**src/rtl/izhikevich_array.sv**
```systemverilog
// Time-multiplexed Izhikevich neuron engine: N neurons share one 3-stage saturating fixed-point update pipe.
// Latency: spike pulse 2 cycles after a current beat is accepted; done 3 cycles after the last beat.
// Backpressure: i_ready_o is high only in RUN; an i_valid_i bubble holds the neuron counter, the pipe never stalls.
module izhikevich_array #(
   parameter int N_NEURONS = 16,
   parameter int W         = 16,
   parameter int FRAC      = 8,
   parameter int IDX_W     = $clog2(N_NEURONS),
   parameter int V_TH      = 30 * 256,
   parameter int RST_V     = -65 * 256,
   parameter int RST_U     = -13 * 256
) (
   input  logic             clk_i,
   input  logic             rst_i,
   input  logic [W-1:0]     a_i,
   input  logic [W-1:0]     b_i,
   input  logic [W-1:0]     c_i,
   input  logic [W-1:0]     d_i,
   input  logic             step_start_i,
   input  logic             i_valid_i,
   input  logic [W-1:0]     i_data_i,
   output logic             i_ready_o,
   input  logic             st_we_i,
   input  logic [IDX_W-1:0] st_addr_i,
   input  logic [W-1:0]     st_v_i,
   input  logic [W-1:0]     st_u_i,
   output logic             spk_valid_o,
   output logic [IDX_W-1:0] spk_idx_o,
   output logic             busy_o,
   output logic             done_o
);

   // Internal arithmetic width: room for a full WxW product plus headroom for the sums.
   localparam int XW = 2 * W + 8;
   typedef logic signed [XW-1:0] wide_t;

   localparam wide_t K_QUAD  = wide_t'(10);                 // 0.04 ~= 10/256
   localparam wide_t K_LIN   = wide_t'(5);
   localparam wide_t K_OFS   = wide_t'(140) <<< FRAC;
   localparam wide_t V_TH_X  = wide_t'(V_TH);
   localparam wide_t SAT_MAX = (wide_t'(1) <<< (W - 1)) - wide_t'(1);
   localparam wide_t SAT_MIN = -(wide_t'(1) <<< (W - 1));
   localparam logic [IDX_W-1:0] LAST = IDX_W'(N_NEURONS - 1);

   typedef enum logic [1:0] {
      IDLE  = 2'd0,
      RUN   = 2'd1,
      DRAIN = 2'd2
   } state_t;

   // Clamp a wide intermediate into the signed W-bit range.
   function automatic logic signed [W-1:0] sat(input wide_t x);
      logic signed [W-1:0] r;
      if (x > SAT_MAX) begin
         r = SAT_MAX[W-1:0];
      end else if (x < SAT_MIN) begin
         r = SAT_MIN[W-1:0];
      end else begin
         r = x[W-1:0];
      end
      return r;
   endfunction

   state_t state_q, state_d;
   logic [IDX_W-1:0] k_q, k_d;

   logic signed [W-1:0] v_q [N_NEURONS];
   logic signed [W-1:0] u_q [N_NEURONS];

   logic signed [W-1:0] a_q, b_q, c_q, d_q;

   logic accept;
   logic host_we;

   // Stage 1 registers: operands read from the state file
   logic             s1_vld_q;
   logic [IDX_W-1:0] s1_idx_q;
   logic signed [W-1:0] s1_v_q, s1_u_q, s1_i_q;

   // Stage 2 registers: products ready for the final update
   logic             s2_vld_q;
   logic [IDX_W-1:0] s2_idx_q;
   logic signed [W-1:0] s2_v_q, s2_u_q, s2_i_q;
   wide_t            s2_quad_q, s2_bv_q;

   wide_t s1_v_x, s1_vv, s1_quad, s1_bv;
   wide_t v2x, u2x, dv, vn, du, un, ud;
   logic  spike;
   logic signed [W-1:0] v_wb, u_wb;

   assign accept  = i_ready_o & i_valid_i;
   assign host_we = st_we_i & (state_q == IDLE);

   // FSM state and neuron issue counter registers.
   always_ff @(posedge clk_i or posedge rst_i) begin
      if (rst_i) begin
         state_q <= IDLE;
         k_q     <= '0;
      end else begin
         state_q <= state_d;
         k_q     <= k_d;
      end
   end

   // FSM next-state, counter advance and control outputs.
   always_comb begin
      state_d   = state_q;
      k_d       = k_q;
      busy_o    = 1'b0;
      done_o    = 1'b0;
      i_ready_o = 1'b0;
      case (state_q)
         IDLE: begin
            if (step_start_i) begin
               state_d = RUN;
               k_d     = '0;
            end
         end
         RUN: begin
            busy_o    = 1'b1;
            i_ready_o = 1'b1;
            if (i_valid_i) begin
               if (k_q == LAST) begin
                  state_d = DRAIN;
                  k_d     = '0;
               end else begin
                  k_d = k_q + IDX_W'(1);
               end
            end
         end
         DRAIN: begin
            busy_o = 1'b1;
            if (!s1_vld_q && !s2_vld_q) begin
               done_o  = 1'b1;
               state_d = IDLE;
            end
         end
         default: state_d = IDLE;
      endcase
   end

   // Model parameters are frozen for the whole step at the accepted step_start.
   always_ff @(posedge clk_i or posedge rst_i) begin
      if (rst_i) begin
         a_q <= '0;
         b_q <= '0;
         c_q <= '0;
         d_q <= '0;
      end else if ((state_q == IDLE) && step_start_i) begin
         a_q <= $signed(a_i);
         b_q <= $signed(b_i);
         c_q <= $signed(c_i);
         d_q <= $signed(d_i);
      end
   end

   // State file: host writes only while idle, pipe write-back only while busy, so they never collide.
   always_ff @(posedge clk_i or posedge rst_i) begin
      if (rst_i) begin
         for (int n = 0; n < N_NEURONS; n++) begin
            v_q[n] <= W'(RST_V);
            u_q[n] <= W'(RST_U);
         end
      end else if (host_we) begin
         v_q[st_addr_i] <= $signed(st_v_i);
         u_q[st_addr_i] <= $signed(st_u_i);
      end else if (s2_vld_q) begin
         v_q[s2_idx_q] <= v_wb;
         u_q[s2_idx_q] <= u_wb;
      end
   end

   // S0: read v,u of the issued neuron together with its input current.
   always_ff @(posedge clk_i or posedge rst_i) begin
      if (rst_i) begin
         s1_vld_q <= 1'b0;
         s1_idx_q <= '0;
         s1_v_q   <= '0;
         s1_u_q   <= '0;
         s1_i_q   <= '0;
      end else begin
         s1_vld_q <= accept;
         if (accept) begin
            s1_idx_q <= k_q;
            s1_v_q   <= v_q[k_q];
            s1_u_q   <= u_q[k_q];
            s1_i_q   <= $signed(i_data_i);
         end
      end
   end

   // S1 products: 0.04*v^2 and b*v, each rescaled by truncating FRAC bits.
   assign s1_v_x  = wide_t'(s1_v_q);
   assign s1_vv   = (s1_v_x * s1_v_x) >>> FRAC;
   assign s1_quad = (s1_vv * K_QUAD) >>> FRAC;
   assign s1_bv   = (wide_t'(b_q) * s1_v_x) >>> FRAC;

   // S1 -> S2 pipeline register.
   always_ff @(posedge clk_i or posedge rst_i) begin
      if (rst_i) begin
         s2_vld_q  <= 1'b0;
         s2_idx_q  <= '0;
         s2_v_q    <= '0;
         s2_u_q    <= '0;
         s2_i_q    <= '0;
         s2_quad_q <= '0;
         s2_bv_q   <= '0;
      end else begin
         s2_vld_q <= s1_vld_q;
         if (s1_vld_q) begin
            s2_idx_q  <= s1_idx_q;
            s2_v_q    <= s1_v_q;
            s2_u_q    <= s1_u_q;
            s2_i_q    <= s1_i_q;
            s2_quad_q <= s1_quad;
            s2_bv_q   <= s1_bv;
         end
      end
   end

   // S2: Euler update; threshold uses the unsaturated vn so large overshoots still spike.
   assign v2x   = wide_t'(s2_v_q);
   assign u2x   = wide_t'(s2_u_q);
   assign dv    = s2_quad_q + (K_LIN * v2x) + K_OFS - u2x + wide_t'(s2_i_q);
   assign vn    = v2x + dv;
   assign du    = (wide_t'(a_q) * (s2_bv_q - u2x)) >>> FRAC;
   assign un    = u2x + du;
   assign ud    = u2x + wide_t'(d_q);
   assign spike = s2_vld_q & (vn >= V_TH_X);
   assign v_wb  = spike ? c_q : sat(vn);
   assign u_wb  = spike ? sat(ud) : sat(un);

   assign spk_valid_o = spike;
   assign spk_idx_o   = spike ? s2_idx_q : '0;

endmodule

```
**config.mk**
```make
export PLATFORM = sky130hd
export DESIGN_NAME = izhikevich_array
export DESIGN_NICKNAME = d
export VERILOG_FILES = /design/src/rtl/izhikevich_array.sv
export SDC_FILE = /design/constraint.sdc
export NUM_CORES = 2
export LEC_CHECK = 0
export BUFFER_PORTS_ARGS = -buffer_cell sky130_fd_sc_hd__buf_2
export CAP_MARGIN = 0
export CORE_MARGIN = 8
export CORE_UTILIZATION = 55
export DETAILED_ROUTE_END_ITERATION = 12
export GPL_ROUTABILITY_DRIVEN = 1
export PLACE_DENSITY = 0.74
export SETUP_SLACK_MARGIN = 0.15
export SYNTH_ARGS = -nofsm -noshare
export SYNTH_HDL_FRONTEND = slang
export SYNTH_SLANG_ARGS = --single-unit
```
**constraint.sdc**
```tcl
create_clock -name clk_i -period 29.6 [get_ports clk_i]
set_clock_uncertainty 0.1 [all_clocks]
set_input_delay 1.48 -clock clk_i [delete_from_list [all_inputs] [get_ports clk_i]]
set_output_delay 1.48 -clock clk_i [all_outputs]
set_load 0.05 [all_outputs]
```
=== Word level (Yosys, flattened, before mapping) ===
Index checks and enable logic that the tools add are counted.

* Bitwise gates (word level): 6
* $lt $le $gt $ge: 12
* Multiplexer cells: 40
* $mul: 5
* Reductions and logical operators: 12
* Equality and inequality tests: 7
* $add $sub $neg: 9

{| class="wikitable"
|+ Operators by type and width
! operator !! number
|-
| 256-bit bitwise mux || 4
|-
| 256-bit 2-to-1 mux || 4
|-
| 16-bit 2-to-1 mux || 14
|-
| 16-bit binary-select mux with 4-bit select || 2
|-
| 16-bit demux with 4-bit select || 2
|-
| 16-bit by 16-bit multiplier with 32-bit output || 2
|-
| 16-bit by 25-bit multiplier with 40-bit output || 1
|-
| 16-bit by 32-bit adder with 33-bit output || 1
|-
| 33-bit by 16-bit greater-than comparator with 1-bit output, second input constant || 1
|-
| 33-bit by 16-bit less-than comparator with 1-bit output, second input constant || 1
|-
| 24-bit by 4-bit multiplier with 28-bit output, second input constant || 1
|-
| 16-bit by 25-bit adder with 26-bit output || 1
|-
| 26-bit by 14-bit >= comparator with 1-bit output, second input constant || 1
|-
| 26-bit by 16-bit greater-than comparator with 1-bit output, second input constant || 1
|-
| 26-bit by 16-bit less-than comparator with 1-bit output, second input constant || 1
|-
| 24-bit by 16-bit adder with 25-bit output || 1
|-
| 24-bit by 16-bit subtractor with 25-bit output || 1
|-
| 23-bit by 16-bit subtractor with 24-bit output || 1
|-
| 22-bit by 17-bit adder with 23-bit output, second input constant || 1
|-
| 21-bit by 20-bit adder with 22-bit output || 1
|-
| 4-bit by 16-bit multiplier with 20-bit output, first input constant || 1
|-
| 16-bit by 16-bit adder with 17-bit output || 1
|-
| 17-bit by 16-bit greater-than comparator with 1-bit output, second input constant || 1
|-
| 17-bit by 16-bit less-than comparator with 1-bit output, second input constant || 1
|-
| other kinds (21) || 45
|}

* Register bits after elaboration: 733
* Output and inout port bits: 8
* Input bits: 121
* Word-level logic and storage cells: 141

=== Depth between registers and ports, before layout ===
* Word-level depth: 13
* Gate-level depth with buffers: 53
* Mapped depth without buffers: 51

=== Worst setup path after synthesis ===
OpenSTA, ideal clock, no wires.

* Kind: register to register
* Start point: register s2_u_q[0]
* End point: register u_q[107] (netlist name)
* Path slack: 18.312 ns
* Library setup time: 0.139 ns
* Arrival time: 11.050 ns
* Path buffers: 3
* Required time: 29.361 ns
* Cell stages (with the launch flop): 49
* Clock period less this slack: 11.288 ns
* Cell sequence: dfrtp_1 > ha_1 > fa_1 > nand2b_1 > a21boi_0 > o21ai_0 > a21oi_1 > a221o_1 > a21oi_1 > o211ai_1 > a41o_1 > nor2_1 > xnor2_1 > clkbuf_1 > nand2_1 > fa_1 > fa_1 > fa_1 > [13 not listed] > and2_1 > o21a_1 > o21a_1 > nor2_1 > ha_1 > nand2_1 > nor2_1 > a211o_1 > a21o_1 > a31o_2 > mux2_1 > or3b_2 > o41ai_1 > nand2_2 > buf_6 > o21ai_4 > buf_4 > a31oi_1

* Word-level cells in the longest chain between the ends: 10
* Elaborated cells on any way between the ends: 21
* Those cells by class: 6 x add/sub; 1 x mul; 5 x order compare; 8 x mux; 1 x bitwise

{| class="wikitable"
|+ RTL lines
! item !! RTL line !! text
|-
| from (decl) || 83 || <nowiki>logic signed [W-1:0] s2_v_q, s2_u_q, s2_i_q;</nowiki>
|-
| from (signal assigned) || 213 || <nowiki>s2_u_q <= s1_u_q;</nowiki>
|-
| 24-bit by 16-bit subtractor with 25-bit output || 226 || <nowiki>assign du = (wide_t'(a_q) * (s2_bv_q - u2x)) >>> FRAC;</nowiki>
|-
| 16-bit by 25-bit multiplier with 40-bit output || 226 ||
|-
| 16-bit by 32-bit adder with 33-bit output || 227 || <nowiki>assign un = u2x + du;</nowiki>
|-
| 33-bit by 16-bit less-than comparator with 1-bit output || 56 || <nowiki>end else if (x < SAT_MIN) begin</nowiki>
|-
| 16-bit 2-to-1 mux || 56 ||
|-
| 16-bit 2-to-1 mux || 54 || <nowiki>if (x > SAT_MAX) begin</nowiki>
|-
| 16-bit 2-to-1 mux (*) || 231 || <nowiki>assign u_wb = spike ? sat(ud) : sat(un);</nowiki>
|-
| 256-bit bitwise mux (*) || 169 || <nowiki>u_q[s2_idx_q] <= u_wb;</nowiki>
|-
| 256-bit 2-to-1 mux (*) || 167 || <nowiki>end else if (s2_vld_q) begin</nowiki>
|-
| 256-bit 2-to-1 mux (*) || 164 || <nowiki>end else if (host_we) begin</nowiki>
|-
| to (signal, indexed assignment) || 162 || <nowiki>u_q[n] <= W'(RST_U);</nowiki>
|-
| to (signal, indexed assignment) || 166 || <nowiki>u_q[st_addr_i] <= $signed(st_u_i);</nowiki>
|-
| to (signal, indexed assignment) || 169 ||
|-
| to (decl) || 68 || <nowiki>logic signed [W-1:0] u_q [N_NEURONS];</nowiki>
|}

Every way passes the cells marked *; elsewhere a longest branch is shown, timed or not. The select of a mux whose other input is x is not followed.
A chain may end at the register's enable or synchronous reset.

=== Worst setup path in the final report ===
* Start point: register s2_u_q[0]
* End point: register u_q[99] (netlist name)

Same word-level chain as after synthesis.

==> impl_metrics.prom <==
# TYPE chip_impl_metric gauge
chip_impl_metric{name="synth_enable_flop_cells",unit=""} 0
chip_impl_info{name="worstSetupPathType",value="flop to flop"} 1
chip_impl_metric{name="clock_buffers_created_by_tritoncts",unit=""} 84
chip_impl_metric{name="synth-seq-cells",unit=""} 733
chip_impl_metric{name="report.final.slew_viol_count",unit=""} 0
chip_impl_metric{name="clock_path_buffers",unit=""} 3
chip_impl_metric{name="drtPass1Iterations",unit=""} 6
chip_impl_metric{name="timing.critical_path.arrival",unit="ps"} 14020
chip_impl_metric{name="grt_overflow",unit=""} 0
chip_impl_info{name="unrepaired_setup_endpoints_after_global_routing",value="false"} 1
chip_impl_metric{name="synth_nets",unit=""} 9240
chip_impl_info{name="timing.critical_path.mode_cell",value="fa_1"} 1
chip_impl_metric{name="floorplan.die.width",unit="um"} 386
chip_impl_metric{name="postCtsSetupBuffers",unit=""} 0
chip_impl_metric{name="synth.lib_cells_used.distinct",unit=""} 88
chip_impl_metric{name="critical_path.max_fanout",unit=""} 17
chip_impl_metric{name="clock_sink_count",unit=""} 733
chip_impl_metric{name="grt_pass1_wl",unit="um"} 361000
chip_impl_metric{name="ctsHoldBuffers",unit=""} 0
chip_impl_metric{name="antenna_found_initial",unit=""} 10
chip_impl_metric{name="first_global_vias",unit=""} 62900
chip_impl_metric{name="areaGrowthSynthToFinish",unit="%"} 6.76
chip_impl_metric{name="htreeDepth",unit=""} 3
chip_impl_info{name="worstSetupEndpointType",value="flop"} 1
chip_impl_metric{name="clock_insertion_delay_worst_skew",unit="ps"} 700
chip_impl_metric{name="num-fill-cells",unit=""} 11400
chip_impl_metric{name="drt.antenna.violating_nets",unit=""} 0
chip_impl_metric{name="ys_async_sr_fraction",unit=""} 1.00
chip_impl_metric{name="drt_wl_total",unit="um"} 229000
chip_impl_metric{name="place.gp.congestion",unit=""} 0.987
chip_impl_metric{name="setup_tns",unit="ps"} 0
chip_impl_metric{name="wire_per_inst",unit="um"} 24.2
chip_impl_metric{name="critical-path-max-stage-delay",unit="ps"} 940
chip_impl_info{name="clock_tree_from_tritoncts",value="yes"} 1
chip_impl_metric{name="fp.dieArea",unit="um2"} 149000
chip_impl_metric{name="largest_net_degree_at_the_start_of_global_routing",unit=""} 145
chip_impl_metric{name="max_slew.worst_pin.slew",unit="ps"} 1390
chip_impl_metric{name="max_slew_margin",unit=""} 0.0657
chip_impl_metric{name="layout_worst_path_cycle_share",unit=""} 0.459
chip_impl_metric{name="fp.dieH",unit="um"} 386
chip_impl_metric{name="worstPathRequired",unit="ps"} 30030
chip_impl_metric{name="clock.fmax",unit="MHz"} 73.6
chip_impl_metric{name="report.final.hold_viol_count",unit=""} 0
chip_impl_metric{name="final_period_minus_worst_setup_slack",unit="ps"} 13590
chip_impl_metric{name="starting_density",unit=""} 0.552
chip_impl_metric{name="io_buffer_count",unit=""} 128
chip_impl_info{name="worst_setup_path_start_kind",value="flop"} 1
chip_impl_metric{name="synthesis.area_per_instance",unit="um2"} 9.79
chip_impl_metric{name="num_vias",unit=""} 59600
chip_impl_info{name="outcome",value="completed"} 1
chip_impl_info{name="hold_class",value="flop to flop"} 1
chip_impl_metric{name="rows",unit=""} 136
chip_impl_metric{name="detail_route.vias_per_cell",unit=""} 6.31
chip_impl_metric{name="post_synth_inst_count",unit=""} 7711
chip_impl_metric{name="drive_gt1_frac",unit=""} 0.128
chip_impl_metric{name="postCtsResizedCells",unit=""} 0
chip_impl_metric{name="core_region_area",unit="um2"} 137000
chip_impl_metric{name="report.final.setup_viol",unit=""} 0
chip_impl_metric{name="dr.first_iter.drc_count",unit=""} 5870
chip_impl_metric{name="drc",unit=""} 0
chip_impl_metric{name="dp_hpwl",unit="um"} 165000
chip_impl_metric{name="clock_transition_time_at_the_flip_flop_clock_pins_of_the_worst_setup_and_hold_paths",unit="ps"} 60
chip_impl_metric{name="global_route.usage.total",unit=""} 0.304
chip_impl_info{name="clockRootBuffer",value="clkbuf_16"} 1
chip_impl_info{name="ys.flop_type",value="dfrtp_1"} 1
chip_impl_metric{name="synth.yosys.seq_area_share",unit=""} 0.246
chip_impl_metric{name="final_net_count",unit=""} 9108
chip_impl_metric{name="mappedNetlistArea",unit="um2"} 75500
chip_impl_info{name="crit_path_top_delay_cell",value="and2_1"} 1
chip_impl_metric{name="ioPinCount",unit=""} 129
chip_impl_metric{name="max_cap_viol_count",unit=""} 0
chip_impl_metric{name="ys.warnings.count",unit=""} 0
-- cell usage after synthesis, drive strengths merged, types with 8 or more instances --
library cell,number,share of area
clkbuf,406,0.020
o21a,59,0.0059
xor2,49,0.0057
o21ai,204,0.016
o2bb2ai,182,0.021
nor4,9,0.00075
a31oi,195,0.016
a21o,59,0.0059
nor2b,52,0.0043
o22a,18,0.0021
nand2,804,0.040
and2,335,0.028
a211o,9,0.0010
a211oi,24,0.0025
o211ai,20,0.0020
or2,8,0.00066
ha,457,0.076
a21oi,496,0.033
mux4,148,0.044
o21bai,17,0.0017
o22ai,243,0.020
dfstp,208,0.072
and3,36,0.0030
nor2,294,0.015
mux2,154,0.023
dfrtp,525,0.17
inv,1145,0.057
o31a,10,0.0012
nand4,10,0.00083
nand2b,62,0.0051
buf,77,0.0049
fa,951,0.25
nand3,45,0.0030
o31ai,59,0.0061
a31o,9,0.0010
xnor2,131,0.015
or3,15,0.0012
nor3,66,0.0044
mux2i,30,0.0040
-- path summary, 6_finish.rpt --
check | to | from | slack, ps | depth (start not counted)
setup / recovery | u_q[99] | s2_u_q[0] | 16010 | 42
hold / removal | u_q[95] | u_q[95] | 370 | 2
setup reg to reg | u_q[99] | s2_u_q[0] | 16010 | 42
hold reg to reg | u_q[95] | u_q[95] | 370 | 2
max in group asynchronous | u_q[50] | rst_i | 23590 | 7
min in group asynchronous | v_q[36] | rst_i | 930 | 2
-- placed cells by master, fill, tap and decap left out, types with 208 or more instances in the layout --
cell type	n
ha_1	457
a21oi_1	495
and2_1	335
dfstp_2	208
o22ai_1	242
fa_1	951
nor2_1	293
inv_1	1144
dfrtp_1	521
nand2_1	801
-- cells by family (layout without fill, tap and decap cells) --
kind of cell	Yosys count	in the layout	share of synthesized area
simple gates	1763	1763	0.109
fa+ha+maj	1408	1408	0.328
xor+xnor	180	180	0.0209
flops	733	733	0.246
other cells	0	6	0
buf+inv	1629	1568	0.0821
mux	332	332	0.0712
compound gates	1666	1666	0.143
-- stage by stage --
stage               instances  setup slack, ps  utilization  cell area (um2)  hold slack [ps]
CTS                      9444            16230        0.589            80600              367
finish                   9450            16010        0.589            80600              365
detailed placement       9287            16240        0.567            77600              358
global placement         9287            16490        0.567            77600              354
global route             9448            15350        0.589            80600              387
floorplan                7711             7800            -            75500              252
-- state kept, by name, summed over array words and instances, names as in the netlist, 21 cells and up --
register and count:
u_q 256, v_q 256, s2_quad_q 21, s2_bv_q 24
-- routing by layer --
metal / track usage / vias to the layer above / part of all wire
met3: 0.0824 / 706 / 0.11
met2: 0.476 / 3329 / 0.46
li1: - / 25400 / -
met5: 0.00319 / - / 0.00043
met4: 0.146 / 8 / 0.054
met1: 0.394 / 30200 / 0.38
-- area by class of cell --
type                            instances  area, um2  area share
Antenna cell                            6       15.0    0.000186
Clock buffer                          127       2560      0.0317
Clock inverter                         30        414     0.00514
Inverter                             1146       4310      0.0535
Multi-Input combinational cell       5349      50800       0.630
Sequential cell                       733      18600       0.231
Tap cell                             1794       2240      0.0278
Timing Repair Buffer                  265       1670      0.0207
-- worst max-delay path: cells and delay by family (launching register included) --
kind / cells / cell delay [ps]
compound gates: 16 / 4720
fa+ha+maj: 10 / 4110
simple gates: 10 / 2730
xor+xnor: 1 / 830
flops: 1 / 440
mux: 1 / 330
buf+inv: 4 / 230
Power is left out: the tool's default activity adds up to more than one toggle a clock period on the data nets, which glitch-free logic cannot reach.
